File: src/rtl/riscv_pkg.sv
// Shared RISC-V encoding constants: major opcodes and the instruction-class code
// used by the encoder and the main decoder.
package riscv_pkg;

  typedef enum logic [1:0] {
    CLS_LOAD   = 2'b00,
    CLS_STORE  = 2'b01,
    CLS_RTYPE  = 2'b10,
    CLS_BRANCH = 2'b11
  } instr_cls_e;

  localparam logic [6:0] OP_LOAD   = 7'b0000011;
  localparam logic [6:0] OP_STORE  = 7'b0100011;
  localparam logic [6:0] OP_RTYPE  = 7'b0110011;
  localparam logic [6:0] OP_BRANCH = 7'b1100011;

endpackage

File: src/rtl/instr_encoder_if.sv
// Instruction-field handshake and memory write bus of the instruction encoder.
// The slave side is the encoder; the master side is the producer/memory.
interface instr_encoder_if;

  logic        in_valid;
  logic        in_ready;
  logic [1:0]  in_cls;
  logic [4:0]  in_rd;
  logic [4:0]  in_rs1;
  logic [4:0]  in_rs2;
  logic [2:0]  in_funct3;
  logic [6:0]  in_funct7;
  logic [12:0] in_imm;
  logic        mem_we;
  logic        mem_ready;
  logic [31:0] mem_addr;
  logic [31:0] mem_wdata;

  modport master (
    output in_valid, in_cls, in_rd, in_rs1, in_rs2, in_funct3, in_funct7, in_imm,
    output mem_ready,
    input  in_ready, mem_we, mem_addr, mem_wdata
  );

  modport slave (
    input  in_valid, in_cls, in_rd, in_rs1, in_rs2, in_funct3, in_funct7, in_imm,
    input  mem_ready,
    output in_ready, mem_we, mem_addr, mem_wdata
  );

endinterface

File: src/rtl/enc_fifo.sv
// Synchronous power-of-two FIFO holding encoded instruction words.
// Push while full and pop while empty are ignored; reset flushes the contents.
module enc_fifo #(
  parameter int DEPTH = 4,
  parameter int WIDTH = 32
) (
  input  logic             clk,
  input  logic             rst,
  input  logic             i_push,
  input  logic [WIDTH-1:0] i_data,
  input  logic             i_pop,
  output logic [WIDTH-1:0] o_data,
  output logic             o_full,
  output logic             o_empty
);

  localparam int AW = (DEPTH > 1) ? $clog2(DEPTH) : 1;

  logic [WIDTH-1:0] r_mem [DEPTH];
  logic [AW-1:0]    r_wr_ptr;
  logic [AW-1:0]    r_rd_ptr;
  logic [AW:0]      r_count;
  logic             w_do_push;
  logic             w_do_pop;

  // Depth is a power of two, so the count MSB alone marks full.
  assign o_full    = r_count[AW];
  assign o_empty   = (r_count == '0);
  assign o_data    = r_mem[r_rd_ptr];
  assign w_do_push = i_push && !o_full;
  assign w_do_pop  = i_pop && !o_empty;

  always_ff @(posedge clk) begin
    if (w_do_push) begin
      r_mem[r_wr_ptr] <= i_data;
    end
  end

  always_ff @(posedge clk) begin
    if (rst) begin
      r_wr_ptr <= '0;
      r_rd_ptr <= '0;
      r_count  <= '0;
    end else begin
      if (w_do_push) begin
        r_wr_ptr <= r_wr_ptr + AW'(1);
      end
      if (w_do_pop) begin
        r_rd_ptr <= r_rd_ptr + AW'(1);
      end
      case ({w_do_push, w_do_pop})
        2'b10:   r_count <= r_count + (AW+1)'(1);
        2'b01:   r_count <= r_count - (AW+1)'(1);
        default: r_count <= r_count;
      endcase
    end
  end

endmodule

File: src/rtl/instr_encoder.sv
// Encodes instruction fields into 32-bit RISC-V words and streams them to memory.
// Optional build macro IENC_RANGE_CHECK_EN enables immediate range checking (err).
//
// state    | meaning
// ST_IDLE  | waiting for start
// ST_RUN   | accepting instructions, writing words
// ST_DRAIN | no more input, flushing FIFO and output register
// ST_DONE  | one-cycle completion, done pulse
module instr_encoder
  import riscv_pkg::*;
#(
  parameter int DEPTH = 4
) (
  input  logic                  clk,
  input  logic                  rst,
  input  logic                  start,
  input  logic [31:0]           base_addr,
  input  logic                  finish,
  instr_encoder_if.slave        bus,
  output logic                  busy,
  output logic                  done,
  output logic [7:0]            count,
  output logic                  err
);

  typedef enum logic [1:0] {
    ST_IDLE  = 2'b00,
    ST_RUN   = 2'b01,
    ST_DRAIN = 2'b10,
    ST_DONE  = 2'b11
  } state_e;

  state_e      r_state;
  logic        r_busy;
  logic        r_done;
  logic [7:0]  r_count;
  logic [31:0] r_next_addr;
  logic        r_mem_we;
  logic [31:0] r_mem_addr;
  logic [31:0] r_mem_wdata;

  instr_cls_e  w_cls;
  logic [31:0] w_word;
  logic [31:0] w_fifo_data;
  logic        w_full;
  logic        w_empty;
  logic        w_in_ready;
  logic        w_hs;
  logic        w_push;
  logic        w_pop;
  logic        w_wr_accept;

  assign w_cls       = instr_cls_e'(bus.in_cls);
  assign w_in_ready  = (r_state == ST_RUN) && !w_full;
  assign w_hs        = bus.in_valid && w_in_ready;
  assign w_wr_accept = r_mem_we && bus.mem_ready;
  // Refill the output register whenever it is empty or being accepted this edge.
  assign w_pop       = !w_empty && (!r_mem_we || bus.mem_ready);

  always_comb begin
    w_word = '0;
    case (w_cls)
      CLS_LOAD:   w_word = {bus.in_imm[11:0], bus.in_rs1, bus.in_funct3, bus.in_rd, OP_LOAD};
      CLS_STORE:  w_word = {bus.in_imm[11:5], bus.in_rs2, bus.in_rs1, bus.in_funct3,
                            bus.in_imm[4:0], OP_STORE};
      CLS_RTYPE:  w_word = {bus.in_funct7, bus.in_rs2, bus.in_rs1, bus.in_funct3,
                            bus.in_rd, OP_RTYPE};
      default:    w_word = {bus.in_imm[12], bus.in_imm[10:5], bus.in_rs2, bus.in_rs1,
                            bus.in_funct3, bus.in_imm[4:1], bus.in_imm[11], OP_BRANCH};
    endcase
  end

`ifdef IENC_RANGE_CHECK_EN
  logic r_err;
  logic w_bad;

  // Branch offsets must be even; load/store offsets must fit in 12 signed bits.
  assign w_bad  = ((w_cls == CLS_BRANCH) && bus.in_imm[0]) ||
                  (((w_cls == CLS_LOAD) || (w_cls == CLS_STORE)) &&
                   (bus.in_imm[12] != bus.in_imm[11]));
  assign w_push = w_hs && !w_bad;
  assign err    = r_err;
`else
  assign w_push = w_hs;
  assign err    = 1'b0;
`endif

  enc_fifo #(
    .DEPTH (DEPTH),
    .WIDTH (32)
  ) u_fifo (
    .clk     (clk),
    .rst     (rst),
    .i_push  (w_push),
    .i_data  (w_word),
    .i_pop   (w_pop),
    .o_data  (w_fifo_data),
    .o_full  (w_full),
    .o_empty (w_empty)
  );

  always_ff @(posedge clk) begin
    if (rst) begin
      r_state     <= ST_IDLE;
      r_busy      <= 1'b0;
      r_done      <= 1'b0;
      r_count     <= '0;
      r_next_addr <= '0;
      r_mem_we    <= 1'b0;
      r_mem_addr  <= '0;
      r_mem_wdata <= '0;
`ifdef IENC_RANGE_CHECK_EN
      r_err       <= 1'b0;
`endif
    end else begin
      r_done <= 1'b0;

      if (w_pop) begin
        r_mem_we    <= 1'b1;
        r_mem_addr  <= r_next_addr;
        r_mem_wdata <= w_fifo_data;
        r_next_addr <= r_next_addr + 32'd4;
      end else if (w_wr_accept) begin
        r_mem_we <= 1'b0;
      end

      if (w_wr_accept && (r_count != 8'hFF)) begin
        r_count <= r_count + 8'd1;
      end

`ifdef IENC_RANGE_CHECK_EN
      if (w_hs && w_bad) begin
        r_err <= 1'b1;
      end
`endif

      case (r_state)
        ST_IDLE: begin
          if (start) begin
            r_state     <= ST_RUN;
            r_busy      <= 1'b1;
            r_count     <= '0;
            r_next_addr <= base_addr & ~32'h3;
`ifdef IENC_RANGE_CHECK_EN
            r_err       <= 1'b0;
`endif
          end
        end
        ST_RUN: begin
          if (finish) begin
            r_state <= ST_DRAIN;
          end
        end
        ST_DRAIN: begin
          if (w_empty && (!r_mem_we || bus.mem_ready)) begin
            r_state <= ST_DONE;
            r_busy  <= 1'b0;
            r_done  <= 1'b1;
          end
        end
        default: begin
          r_state <= ST_IDLE;
        end
      endcase
    end
  end

  assign bus.in_ready  = w_in_ready;
  assign bus.mem_we    = r_mem_we;
  assign bus.mem_addr  = r_mem_addr;
  assign bus.mem_wdata = r_mem_wdata;
  assign busy          = r_busy;
  assign done          = r_done;
  assign count         = r_count;

endmodule

File: src/flat_wrapper.sv
// flat-port wrapper written by rule: the top's interface ports become plain ports
module instr_encoder_flat import riscv_pkg::*;
#(
  parameter int DEPTH = 4
)
  (clk, rst, start, base_addr, finish, busy, done, count, err, bus_in_valid, bus_in_cls, bus_in_rd, bus_in_rs1, bus_in_rs2, bus_in_funct3, bus_in_funct7, bus_in_imm, bus_mem_ready, bus_in_ready, bus_mem_we, bus_mem_addr, bus_mem_wdata);
  instr_encoder_if bus_i ();
  input  logic clk;
  input  logic rst;
  input  logic start;
  input  logic [31:0] base_addr;
  input  logic finish;
  output logic busy;
  output logic done;
  output logic [7:0] count;
  output logic err;
  input wire logic [$bits(bus_i.in_valid)-1:0] bus_in_valid;
  input wire logic [$bits(bus_i.in_cls)-1:0] bus_in_cls;
  input wire logic [$bits(bus_i.in_rd)-1:0] bus_in_rd;
  input wire logic [$bits(bus_i.in_rs1)-1:0] bus_in_rs1;
  input wire logic [$bits(bus_i.in_rs2)-1:0] bus_in_rs2;
  input wire logic [$bits(bus_i.in_funct3)-1:0] bus_in_funct3;
  input wire logic [$bits(bus_i.in_funct7)-1:0] bus_in_funct7;
  input wire logic [$bits(bus_i.in_imm)-1:0] bus_in_imm;
  input wire logic [$bits(bus_i.mem_ready)-1:0] bus_mem_ready;
  output wire logic [$bits(bus_i.in_ready)-1:0] bus_in_ready;
  output wire logic [$bits(bus_i.mem_we)-1:0] bus_mem_we;
  output wire logic [$bits(bus_i.mem_addr)-1:0] bus_mem_addr;
  output wire logic [$bits(bus_i.mem_wdata)-1:0] bus_mem_wdata;
  assign bus_i.in_valid = bus_in_valid;
  assign bus_i.in_cls = bus_in_cls;
  assign bus_i.in_rd = bus_in_rd;
  assign bus_i.in_rs1 = bus_in_rs1;
  assign bus_i.in_rs2 = bus_in_rs2;
  assign bus_i.in_funct3 = bus_in_funct3;
  assign bus_i.in_funct7 = bus_in_funct7;
  assign bus_i.in_imm = bus_in_imm;
  assign bus_i.mem_ready = bus_mem_ready;
  assign bus_in_ready = bus_i.in_ready;
  assign bus_mem_we = bus_i.mem_we;
  assign bus_mem_addr = bus_i.mem_addr;
  assign bus_mem_wdata = bus_i.mem_wdata;
  instr_encoder #(.DEPTH(DEPTH)) u_core (.clk(clk), .rst(rst), .start(start), .base_addr(base_addr), .finish(finish), .bus(bus_i), .busy(busy), .done(done), .count(count), .err(err));
endmodule
File: config.mk
export PLATFORM = sky130hd
export DESIGN_NAME = instr_encoder_flat
export DESIGN_NICKNAME = d
export VERILOG_FILES = /design/src/rtl/riscv_pkg.sv /design/src/rtl/instr_encoder_if.sv /design/src/rtl/enc_fifo.sv /design/src/rtl/instr_encoder.sv /design/src/flat_wrapper.sv
export SDC_FILE = /design/constraint.sdc
export NUM_CORES = 1
export LEC_CHECK = 0
export CAP_MARGIN = 25
export CORE_UTILIZATION = 57
export CTS_CLUSTER_SIZE = 14
export DETAILED_ROUTE_END_ITERATION = 10
export PLACE_DENSITY = 0.85
export SLEW_MARGIN = 10
export SYNTH_ARGS = -nofsm -noshare
export SYNTH_HDL_FRONTEND = slang
export SYNTH_SLANG_ARGS = --single-unit
File: constraint.sdc
create_clock -name clk -period 6 [get_ports clk]
set_clock_uncertainty 0.05 [all_clocks]
set_input_delay 1.8 -clock clk [delete_from_list [all_inputs] [get_ports clk]]
set_output_delay 1.8 -clock clk [all_outputs]
set_load 0.1 [all_outputs]
==> impl_metrics.json <==
{
  "diodes": 0,
  "antenna_left": 0,
  "cap_violations": 0,
  "dp_cells": 1089,
  "die_w_um": 128,
  "fillCellCount": 1028,
  "grt_setup_unrepaired": "false",
  "report.power.total_mw": 5.52,
  "synth.yosys.warnings": 0,
  "irDropWorstVdd_v": 0.000418,
  "hold_viol": 0,
  "grt_max_degree": 105,
  "tns_ns": 0,
  "finalNonFillerCells": 1132,
  "ys_seq_area_frac": 0.614,
  "rows": 45,
  "synth_area_sq_mm": 0.00903,
  "route.detailed.drc": 0,
  "ys_types": 44,
  "worst_pin_slew_ns": 1.08,
  "layout_common_cells": "clkdlybuf4s50_1 (146), nand2_1 (139), edfxtp_1 (112)",
  "cts_tree": "yes",
  "period_needed_ns": 4.52,
  "critical_path_class": "flip-flop to output pin",
  "ys_seq_elements": 221,
  "cp.required_ns": 4.15,
  "setup_violations": 0,
  "timing.slew.headroom": 0.278,
  "crit_fanout": 6,
  "core-area_sq_mm": 0.0153,
  "grt_pass1_wl_mm": 32.6,
  "crit_path_end_kind": "output pin",
  "grt-ovfl-total": 0,
  "dieArea_sq_mm": 0.0163,
  "cts_max_path_buffers": 3,
  "htree_levels": 1,
  "wl_per_cell_um": 18.1,
  "initial_utilization": 0.590,
  "p_per_area_mw_per_mm2": 483,
  "ys.flop_type": "edfxtp_1",
  "vias": 6376,
  "root_buffer": "clkbuf_16",
  "hpwl_mm": 12.9,
  "grtUsageTotal": 0.258,
  "layout_commonest_cell": "clkdlybuf4s50_1",
  "critPathLaunchType": "flip-flop",
  "outcome": "finished, final reports clean",
  "fmax_ghz": 0.221,
  "synth_edf_count": 112,
  "wl_mm": 20.5,
  "holdCritStartpoint": "u_core.bus.mem_addr[21]$_SDFFE_PP0P_",
  "worstSkewPairLatency_ns": 0.51,
  "layout-drive-gt1-share": 0.0999,
  "antenna_found_initial": 0,
  "first_pass_iters": 4,
  "min_period_over_period": 0.754,
  "syn2layout_area_growth_pct": 26.6,
  "hold_buffers": 0,
  "globalplace.congestion": 0.848,
  "viasPerCell": 5.63,
  "cts_resized": 0,
  "drtIter0Drc": 379,
  "cts.clk_slew.worst_paths_ns": 0.06,
  "maxSlewViolCount": 0,
  "cts_buffers": 23,
  "timing.rr.start": "u_core.r_state[1]$_SDFFE_PP0P_",
  "clkSinkCount": 221,
  "hold_path_class": "flip-flop to flip-flop",
  "post_synth.cell_area_avg_sq_um": 11.7,
  "num_io_pins": 155,
  "cellLeakagePower_nw": 3.83,
  "postCtsSetupBuffers": 0,
  "fin_nets": 995,
  "startpoint": "u_core.r_state[1]$_SDFFE_PP0P_",
  "cp_data_arrival_time_ns": 2.67,
  "grt_pass1_vias": 6377,
  "synthArstFlopShare": 0,
  "die_h_um": 128,
  "portBuffers": 147,
  "synth_cells": 770
}
## through the flow
| step | utilization | cell area [sq um] | setup slack [ns] | hold WS [ns] |
|---|---|---|---|---|
| 2_1_floorplan | - | 9040 | 1.98 | 0.390 |
| 3_3_place_gp | 0.693 | 10600 | 1.70 | 0.391 |
| 3_5_place_dp | 0.694 | 10600 | 1.63 | 0.397 |
| 4_1_cts | 0.743 | 11400 | 1.49 | 0.405 |
| 5_1_grt | 0.746 | 11400 | 1.37 | 0.421 |
| 6_report | 0.746 | 11400 | 1.48 | 0.403 |
## cells in the mapped netlist, types with 15 or more instances
| master | number | share of area |
|---|---|---|
| clkbuf_1 | 33 | 0.014 |
| mux2_2 | 15 | 0.019 |
| edfxtp_1 | 112 | 0.37 |
| mux4_2 | 28 | 0.070 |
| a21oi_1 | 68 | 0.038 |
| a211oi_1 | 18 | 0.015 |
| dfxtp_1 | 109 | 0.24 |
| nand2_1 | 141 | 0.059 |
| nor2_1 | 54 | 0.022 |
| nand3_1 | 15 | 0.0083 |
| xnor2_1 | 15 | 0.015 |
## power by group
part	switching (mW)	internal [mW]	leakage (nW)	total, mW
registers	0.188	1.80	1.90	1.99
logic	1.51	0.607	1.56	2.12
clock network	0.573	0.833	0.369	1.41
## logic make-up (layout without fill, tap and decap cells)
| family | count (synthesis) | after routing | share of synthesized area |
|---|---|---|---|
| mux | 49 | 49 | 0.0952 |
| buf+inv | 66 | 213 | 0.0312 |
| other cells | 1 | 5 | 0.000415 |
| compound gates | 109 | 109 | 0.0712 |
| xor+xnor | 29 | 29 | 0.0281 |
| fa+ha+maj | 12 | 12 | 0.0175 |
| flops | 221 | 221 | 0.614 |
| simple gates | 283 | 283 | 0.142 |
## cell type report
cell class,count,area (sq um),share of cell area
Multi-Input combinational cell,487,3220,0.282
Tap cell,211,264,0.0231
Timing Repair Buffer,157,1590,0.139
Inverter,15,56.3,0.00493
Clock buffer,30,632,0.0553
Clock inverter,11,120,0.0105
Sequential cell,221,5550,0.485
## registers in the layout, indices dropped and copies added (netlist names), 2 cells and up
signal,cells
u_core.u_fifo.r_rd_ptr,2
u_core.r_next_addr,30
u_core.bus.mem_wdata,29
u_core.r_state,2
u_core.count,8
u_core.u_fifo.r_mem,112
u_core.u_fifo.r_count,3
u_core.u_fifo.r_wr_ptr,2
u_core.bus.mem_addr,30
## per-layer routing
| layer | part of all wire | track usage |
|---|---|---|
| met5 | 0 | 0 |
| met4 | 0.032 | 0.0990 |
| met3 | 0.060 | 0.0426 |
| met2 | 0.50 | 0.454 |
| met1 | 0.40 | 0.320 |
## critical path: stages (launching register included)
cell,delay (ns)
dfxtp_1,0.33
inv_1,0.08
ha_1,0.16
nor2b_1,0.36
clkdlybuf4s50_1,1.22
## worst paths after layout
check                                               end  slack [ns]  depth (start not counted)
setup reg to reg  u_core.u_fifo.r_count[2]$_SDFFE_PP0P_        3.53                         11
setup / recovery                           bus_in_ready        1.48                          4
hold reg to reg    u_core.bus.mem_addr[21]$_SDFFE_PP0P_        0.40                          2
hold / removal     u_core.bus.mem_addr[21]$_SDFFE_PP0P_        0.40                          2
No activity file was read; power rests on OpenSTA's default activity.
